--- config.mk ---
export PLATFORM = sky130hd
export DESIGN_NAME = display_scheduler
export DESIGN_NICKNAME = d
export VERILOG_FILES = /design/src/rtl/display_scheduler.sv
export SDC_FILE = /design/constraint.sdc
export NUM_CORES = 1
export LEC_CHECK = 0
export BUFFER_PORTS_ARGS = -buffer_cell sky130_fd_sc_hd__buf_2
export CAP_MARGIN = 20
export CORE_MARGIN = 2
export CORE_UTILIZATION = 55
export DETAILED_ROUTE_END_ITERATION = 12
export PLACE_DENSITY = 0.85
export SETUP_SLACK_MARGIN = 0.3
export SLEW_MARGIN = 15
export SYNTH_ARGS = -nofsm -noshare
export SYNTH_HDL_FRONTEND = slang
export SYNTH_SLANG_ARGS = --single-unit
export TNS_END_PERCENT = 20
--- constraint.sdc ---
create_clock -name clk -period 5.3 [get_ports clk]
set_input_delay 1.06 -clock clk [delete_from_list [all_inputs] [get_ports clk]]
set_output_delay 1.06 -clock clk [all_outputs]
set_load 0.03 [all_outputs]
--- src/rtl/display_scheduler.sv ---
// Display source scheduler: alert > timed message > base word, with registered outputs.
// Per-digit blink of the base word is compiled in only when DISPLAY_SCHEDULER_BLINK_EN is defined.
module display_scheduler #(
   parameter int unsigned HOLD_CYCLES = 100000000,
   parameter int unsigned BLINK_HALF  = 25000000,
   parameter int unsigned CNT_W       = 27
) (
   input  logic        clk,
   input  logic        rst_n,
   input  logic [15:0] base_digits,
   input  logic [3:0]  blink_mask,
   input  logic        msg_req,
   input  logic [15:0] msg_digits,
   input  logic        alert_active,
   input  logic [15:0] alert_digits,
   output logic [15:0] digits,
   output logic [3:0]  blank,
   output logic        msg_ack,
   output logic        msg_done,
   output logic        msg_abort
);

   typedef enum logic [1:0] {
      SHOW_BASE  = 2'd0,
      SHOW_MSG   = 2'd1,
      SHOW_ALERT = 2'd2
   } state_t;

   localparam logic [CNT_W-1:0] HOLD_LOAD = CNT_W'(HOLD_CYCLES - 1);
   localparam logic [CNT_W-1:0] CNT_ZERO  = CNT_W'(0);
   localparam logic [CNT_W-1:0] CNT_ONE   = CNT_W'(1);

   state_t           state_r;
   state_t           state_s;
   logic [CNT_W-1:0] hold_r;
   logic [CNT_W-1:0] hold_s;
   logic [15:0]      msg_r;
   logic [15:0]      msg_s;
   logic             ack_s;
   logic             done_s;
   logic             abort_s;
   logic [15:0]      digits_s;
   logic [3:0]       blank_s;
   logic [15:0]      digits_r;
   logic [3:0]       blank_r;
   logic             ack_r;
   logic             done_r;
   logic             abort_r;

   // Next-state, hold counter and event pulses; alert always wins over message timeout.
   always_comb begin
      state_s = state_r;
      hold_s  = hold_r;
      msg_s   = msg_r;
      ack_s   = 1'b0;
      done_s  = 1'b0;
      abort_s = 1'b0;
      case (state_r)
         SHOW_BASE: begin
            if (alert_active) begin
               state_s = SHOW_ALERT;
            end else if (msg_req) begin
               state_s = SHOW_MSG;
               msg_s   = msg_digits;
               hold_s  = HOLD_LOAD;
               ack_s   = 1'b1;
            end else begin
               state_s = SHOW_BASE;
            end
         end
         SHOW_MSG: begin
            if (alert_active) begin
               state_s = SHOW_ALERT;
               abort_s = 1'b1;
            end else if (hold_r == CNT_ZERO) begin
               state_s = SHOW_BASE;
               done_s  = 1'b1;
            end else begin
               hold_s = hold_r - CNT_ONE;
            end
         end
         SHOW_ALERT: begin
            if (alert_active) begin
               state_s = SHOW_ALERT;
            end else begin
               state_s = SHOW_BASE;
            end
         end
         default: begin
            state_s = SHOW_BASE;
         end
      endcase
   end

   // Digit source follows the current state, so the display lags the state by one cycle.
   always_comb begin
      digits_s = base_digits;
      case (state_r)
         SHOW_BASE:  digits_s = base_digits;
         SHOW_MSG:   digits_s = msg_r;
         SHOW_ALERT: digits_s = alert_digits;
         default:    digits_s = 16'h0000;
      endcase
   end

`ifdef DISPLAY_SCHEDULER_BLINK_EN
   localparam logic [CNT_W-1:0] BLINK_WRAP = CNT_W'(BLINK_HALF - 1);

   logic [CNT_W-1:0] blink_cnt_r;
   logic             blink_phase_r;

   // Free-running half-period counter; phase flips on each wrap.
   always_ff @(posedge clk or negedge rst_n) begin
      if (!rst_n) begin
         blink_cnt_r   <= CNT_ZERO;
         blink_phase_r <= 1'b0;
      end else if (blink_cnt_r == BLINK_WRAP) begin
         blink_cnt_r   <= CNT_ZERO;
         blink_phase_r <= ~blink_phase_r;
      end else begin
         blink_cnt_r   <= blink_cnt_r + CNT_ONE;
      end
   end

   // Blinking applies only to the base word.
   always_comb begin
      blank_s = 4'b0000;
      if (state_r == SHOW_BASE) begin
         blank_s = blink_mask & {4{blink_phase_r}};
      end else begin
         blank_s = 4'b0000;
      end
   end
`else
   logic unused_blink_mask_s;
   assign unused_blink_mask_s = ^blink_mask;

   // Without blink support every digit stays lit.
   always_comb begin
      blank_s = 4'b0000;
   end
`endif

   // State, counters and all outputs are registered here.
   always_ff @(posedge clk or negedge rst_n) begin
      if (!rst_n) begin
         state_r  <= SHOW_BASE;
         hold_r   <= CNT_ZERO;
         msg_r    <= 16'h0000;
         digits_r <= 16'h0000;
         blank_r  <= 4'b0000;
         ack_r    <= 1'b0;
         done_r   <= 1'b0;
         abort_r  <= 1'b0;
      end else begin
         state_r  <= state_s;
         hold_r   <= hold_s;
         msg_r    <= msg_s;
         digits_r <= digits_s;
         blank_r  <= blank_s;
         ack_r    <= ack_s;
         done_r   <= done_s;
         abort_r  <= abort_s;
      end
   end

   assign digits    = digits_r;
   assign blank     = blank_r;
   assign msg_ack   = ack_r;
   assign msg_done  = done_r;
   assign msg_abort = abort_r;

endmodule

-- Yosys cells after proc, flatten, opt, wreduce, memory -nomap -nowiden
Index checks and enable logic that the tools add are counted.
- flip-flop bits (word level): 64
- bits of input ports: 56
- ROM bits: 0
- bits in latches: 0
- memories kept: 0
- output and inout port bits: 23
- memory bits (writable): 0
- reduce and logical (&&, ||, !) cells: 5
- shift operators: 0
- equal/unequal tests: 7
- order comparisons: 0
- $mul: 0
- mux-type cells: 20
- bitwise operators: 1
- div/mod/pow operators: 0
- add/subtract/negate cells: 1
- operators by type and width (kind ; count):
    two-way mux 27 bit ; 4
    case mux 27 bit (2 select lines) ; 1
    case mux 16 bit (3 select lines) ; 1
    logical NOT 27 bit ; 1
    subtractor 27 x 1 -> 27 bit (second input constant) ; 1
    two-way mux 1 bit ; 9
    two-way mux 2 bit ; 4
    != test 2 bit (second input constant) ; 4
    case mux 2 bit (3 select lines) ; 1
    AND reduction 5 bit ; 1
    != test 3 bit (second input constant) ; 1
    AND reduction 3 bit ; 1
    == test 2 x 1 -> 1 bit (second input constant) ; 1
    == test 2 bit (second input constant) ; 1
    logical NOT 2 bit ; 1
    nonzero test 2 bit ; 1
    inverter 1 bit ; 1

-- Depth between registers and ports, before layout
- depth after elaboration: 4
- mapped depth: 9
- mapped depth without buffers: 7

-- Worst setup path before layout
No wires, ideal clock.
- path kind: input -> register
- start point: input port alert_active
- end point: register hold_r[15]
- buffers on the path: 2
- slack: 2.890 ns
- data arrival time: 2.340 ns
- stages: 6
- library setup time: 0.069 ns
- data required time: 5.231 ns
- path through: clkbuf_1 nor4_4 o311ai_2 buf_4 or3_1 nand3_1
- longest elaborated chain between the ends: 2
- RTL lines (what ; RTL line ; source):
    start: declaration ; 14 ; input logic alert_active,
    != test 2 bit (no line) ; - ;
    AND reduction 5 bit (no line) (*) ; - ;
    end signal: assignment ; 157 ; hold_r <= hold_s;
    end: declaration ; 35 ; logic [CNT_W-1:0] hold_r;
Every way passes the cells marked *; elsewhere a longest branch is shown, timed or not.
A chain may end at the register's enable or synchronous reset.

-- Worst setup path after layout
- start point: register state_r[1]
- end point: register hold_r[12]
- longest elaborated chain between the ends: 3
- RTL lines (what ; RTL line ; source):
    start: declaration ; 33 ; state_t state_r;
    start signal: assignment ; 156 ; state_r <= state_s;
    == test 2 x 1 -> 1 bit or logical NOT 2 bit (tied branches) ; 58 ; case (state_r)
    != test 2 bit (no line) or nonzero test 2 bit (tied branches) ; - ;
    AND reduction 5 bit (no line) ; - ;
Parallel ways exist; a longest one is shown, timed or not.

==> results.txt <==
- Post-Route Skew: 5.52 ps
- Dividing the detail-routed wire length by the instance count gives 15.4 um.
- Setup repair after global routing missed its margin: false
- All-Layer GR Usage: 24.3%
- Class of the most critical hold timing path: reg2reg
- Placed standard-cell area: 0.00349 mm2
- Timing-limited maximum frequency: 323 MHz
- Wire length of the first global-routing pass: 11700 um
- Of all nets on the critical path, the largest fanout is 24.
* Family with the most delay on the worst path: adder cells
- Number of H-tree branching levels: 3
* Library cell used as clock root buffer: sky130_fd_sc_hd__clkbuf_8
* Met1 track utilization from global routing: 33.3%
- Power per unit of standard cell area: 361 mW/mm2
- Met2 Track Usage GR: 36.9%
- Vias/cell: 5.75
- Buffers placed on the I/O ports in this run total 70.
- Starting Density: 56.7%
* Post-detailed-route count of antenna-violating nets: 0
- Clk pin slew, worst setup/hold paths: 70 ps
- Counting flops with a built-in enable in the synthesized netlist gives 0.
- Post-layout total power: 1.33 mW
* Ys flop type: sky130_fd_sc_hd__dfrtp_1
- IO Count: 79
- Final Max Slew Viols: 0
- Vias in the first global route: 2490
- Sequential fraction of the synthesis area: 51.3%
- TritonCTS built the clock tree.
- Die W: 79.3 um
- Number of antenna violations at the first check in global routing: 0
- The synthesized netlist contains 45 unique library cells.
- Highest ir drop seen on vdd: 0.225 mV
* Floorplan row count: 27
- Crit path max-delay cell type: sky130_fd_sc_hd__ha_1
* Met3 track demand over resource: 6.59%
- Remaining design rule violation count: 0
* Worst slack on hold paths: 481 ps
- For this block, the routed nets add up to 7110 um of wire.
- After layout, the worst setup slack is 2200 ps.
* Setup slack, reg-to-reg: 2200 ps
- At the later pin of the worst-skew pair, clock insertion delay measures 340 ps.
- Number of buffers on the longest clock path: 2
* Data arrival time of the critical path: 3360 ps
- Via count: 2650
- Total count of hold-check failures in the final report: 0
* Max-cap viol count: 0
* Non-filler cells, final: 461
- Of the cells placed in the final design, the portion with a size suffix greater than 1 is 26.0%.
- Measured along the y axis, the die boundary spans 79.3 um.
* Number of register bits inferred by synthesis: 64
- The number of hold buffers added after CTS was 0.
- sky130_fd_sc_hd__dfrtp_1 takes more of the synthesized area than any other cell.
- Antenna diode instance count: 0
* Share of flip-flops with an asynchronous set or reset after synthesis: 100%
- Prior to clock tree synthesis, the placed netlist has a worst setup slack of 2060 ps.
* Total die area: 0.00629 mm2
- STA classifies the critical path startpoint as a register.
* Final-stage net count: 445
- The wire-length estimate of the detail-placed layout is 4780 um.
- After routing the design area is 0.00369 mm2.
- The clock drives 64 sinks.
- Status: finished, final reports clean
- Walking the worst path, the cells encountered are inv_1 -> ha_1 -> mux2i_1 -> nor2_1 -> o21ai_0 -> clkbuf_2 -> or3_1 -> a21oi_1.
- GP Congestion: 0.819
- The worst setup path is of the reg2reg kind.
- For the final routed database, the setup TNS stands at 0 ps.
- Number of buffers added for setup after CTS: 0
- Post_cts resized: 0
- End-of-flow core utilization: 67.0%
* Pin count of the biggest net entering global routing: 65
- For this block, the initial DRC count from the detailed router was 250.
- Top cell type's share of synthesized area: 51.3%
* Worst Setup End Kind: register
- Post-synthesis area per instance: 9.85 um2
* Layout overhead on the synthesized area: 18.2%
- Core footprint: 0.00551 mm2
- Cell count after synthesis: 317
* Number of failing setup endpoints in the final timing report: 0
* Total overflow reported by the global router: 0
- The synthesized netlist occupies a cell area of 0.00312 mm2.
- Post-layout minimum cycle time: 3100 ps
- Static power due to leakage: 1.66 nW
- The Yosys step of the flow raised 0 warnings.
- Buffers plus inverters on the worst setup path: 2
* Critical path data required time: 5560 ps
- Dominant cells by area after synthesis: sky130_fd_sc_hd__dfrtp_1, sky130_fd_sc_hd__nand2_1, sky130_fd_sc_hd__a222oi_1
- The global routing stage identified its most utilized layer as met2.
- Remaining max-slew budget at the tightest pin: 42.1%
* Placed Instances: 444
* Number of detailed-route iterations in the first pass: 8
* Largest stage delay on the critical path: 740 ps
- At the pin with the least slew margin, the transition time is 869 ps.
* Fraction of the cycle the final worst path needs: 58.4%
- Clock buffers created by TritonCTS: 9
Yosys cell counts, types with 3 or more instances:
master                      n
sky130_fd_sc_hd__dfrtp_1   64
sky130_fd_sc_hd__nand2_1   63
sky130_fd_sc_hd__nor2_1    31
sky130_fd_sc_hd__a222oi_1  16
sky130_fd_sc_hd__o21ai_0   16
sky130_fd_sc_hd__nand3_1   11
sky130_fd_sc_hd__or3_1     11
sky130_fd_sc_hd__a21oi_1    8
sky130_fd_sc_hd__clkbuf_1   8
sky130_fd_sc_hd__or4_1      7
sky130_fd_sc_hd__inv_1      6
sky130_fd_sc_hd__o31ai_1    6
sky130_fd_sc_hd__xor2_1     6
sky130_fd_sc_hd__buf_4      5
sky130_fd_sc_hd__ha_1       5
sky130_fd_sc_hd__nor3_1     5
sky130_fd_sc_hd__nand4_1    4
sky130_fd_sc_hd__nor4_4     4
sky130_fd_sc_hd__buf_1      3
sky130_fd_sc_hd__buf_2      3
sky130_fd_sc_hd__nand3b_1   3
sky130_fd_sc_hd__nor4_1     3
sky130_fd_sc_hd__o211ai_1   3
flip-flops by register name, summed over array words and instances (netlist names):
name / flops
digits: 16
hold_r: 27
msg_abort: 1
msg_ack: 1
msg_done: 1
msg_r: 16
state_r: 2
logic make-up (layout without fill, tap and decap cells):
kind of cell               after synthesis  in the layout  share of synthesized area (%)
DFF                                     64             64                           51.3
and+or+nand+nor                        160            160                           28.0
muxes                                    2              2                          0.641
xor gates and xnor gates                 6              6                           1.68
adders and majority gates                5              5                           2.00
buffers and inverters                   26             95                           3.85
AOI/OAI and AO/OA                       53             53                           12.4
other                                    1              4                          0.120
where the power goes:
group | switching, mW | total [mW] | internal, mW
Combinational | 0.211 | 0.304 | 0.0931
Clock | 0.191 | 0.420 | 0.229
Sequential | 0.0390 | 0.607 | 0.568
Total | 0.440 | 1.33 | 0.890
placed cells by master (no fill, tap or decap), types with 2 or more instances in the layout:
cell type	count
sky130_fd_sc_hd__nand2_1	63
sky130_fd_sc_hd__inv_1	6
sky130_fd_sc_hd__ha_1	5
sky130_fd_sc_hd__and2_1	2
sky130_fd_sc_hd__o211ai_1	3
sky130_fd_sc_hd__nor4_1	3
sky130_fd_sc_hd__nand3_1	11
sky130_fd_sc_hd__mux2i_1	2
sky130_fd_sc_hd__buf_2	70
sky130_fd_sc_hd__nand4_1	4
sky130_fd_sc_hd__nand3b_1	3
sky130_fd_sc_hd__o21ai_0	16
sky130_fd_sc_hd__nor4_4	4
sky130_fd_sc_hd__or3_1	11
sky130_fd_sc_hd__nor3_1	5
sky130_fd_sc_hd__or2_2	2
sky130_fd_sc_hd__dfrtp_1	64
sky130_fd_sc_hd__clkbuf_8	10
sky130_fd_sc_hd__or4_1	7
sky130_fd_sc_hd__nor2_1	31
sky130_fd_sc_hd__a21oi_1	8
sky130_fd_sc_hd__a222oi_1	16
sky130_fd_sc_hd__and4_1	2
sky130_fd_sc_hd__clkinv_2	2
sky130_fd_sc_hd__conb_1	4
sky130_fd_sc_hd__xor2_1	6
sky130_fd_sc_hd__o31ai_1	6
cell type report:
type	count	area [um2]
clock buffers	11	141
clock inverters	5	56.3
fillers	414	1820
inverters	7	26.3
multi-input cells	230	1410
flip-flops and latches	64	1600
well taps	72	90.1
repair buffers	72	363
worst register-to-register path, stage by stage (launching register included):
cell and delay, ps:
sky130_fd_sc_hd__dfrtp_1 400, sky130_fd_sc_hd__inv_1 110, sky130_fd_sc_hd__ha_1 740, sky130_fd_sc_hd__mux2i_1 370, sky130_fd_sc_hd__nor2_1 360, sky130_fd_sc_hd__o21ai_0 300
sky130_fd_sc_hd__clkbuf_2 240, sky130_fd_sc_hd__or3_1 360, sky130_fd_sc_hd__a21oi_1 140
worst paths after layout:
check / startpoint / endpoint / cells after the start
min in group asynchronous: rst_n / hold_r[22] / 2
worst min-delay path: msg_r[0] / msg_r[0] / 2
worst min register to register: msg_r[0] / msg_r[0] / 2
max in group asynchronous: rst_n / hold_r[13] / 2
worst max-delay path: state_r[1] / hold_r[12] / 8
worst max register to register: state_r[1] / hold_r[12] / 8
routing by layer:
layer / wire, um / vias to the layer above
li1: - / 1270
met1: 3100 / 1274
met2: 3500 / 90
met3: 373 / 16
met4: 129 / 0
met5: 0 / -
Note: power is estimated with default switching activity, not from simulation.
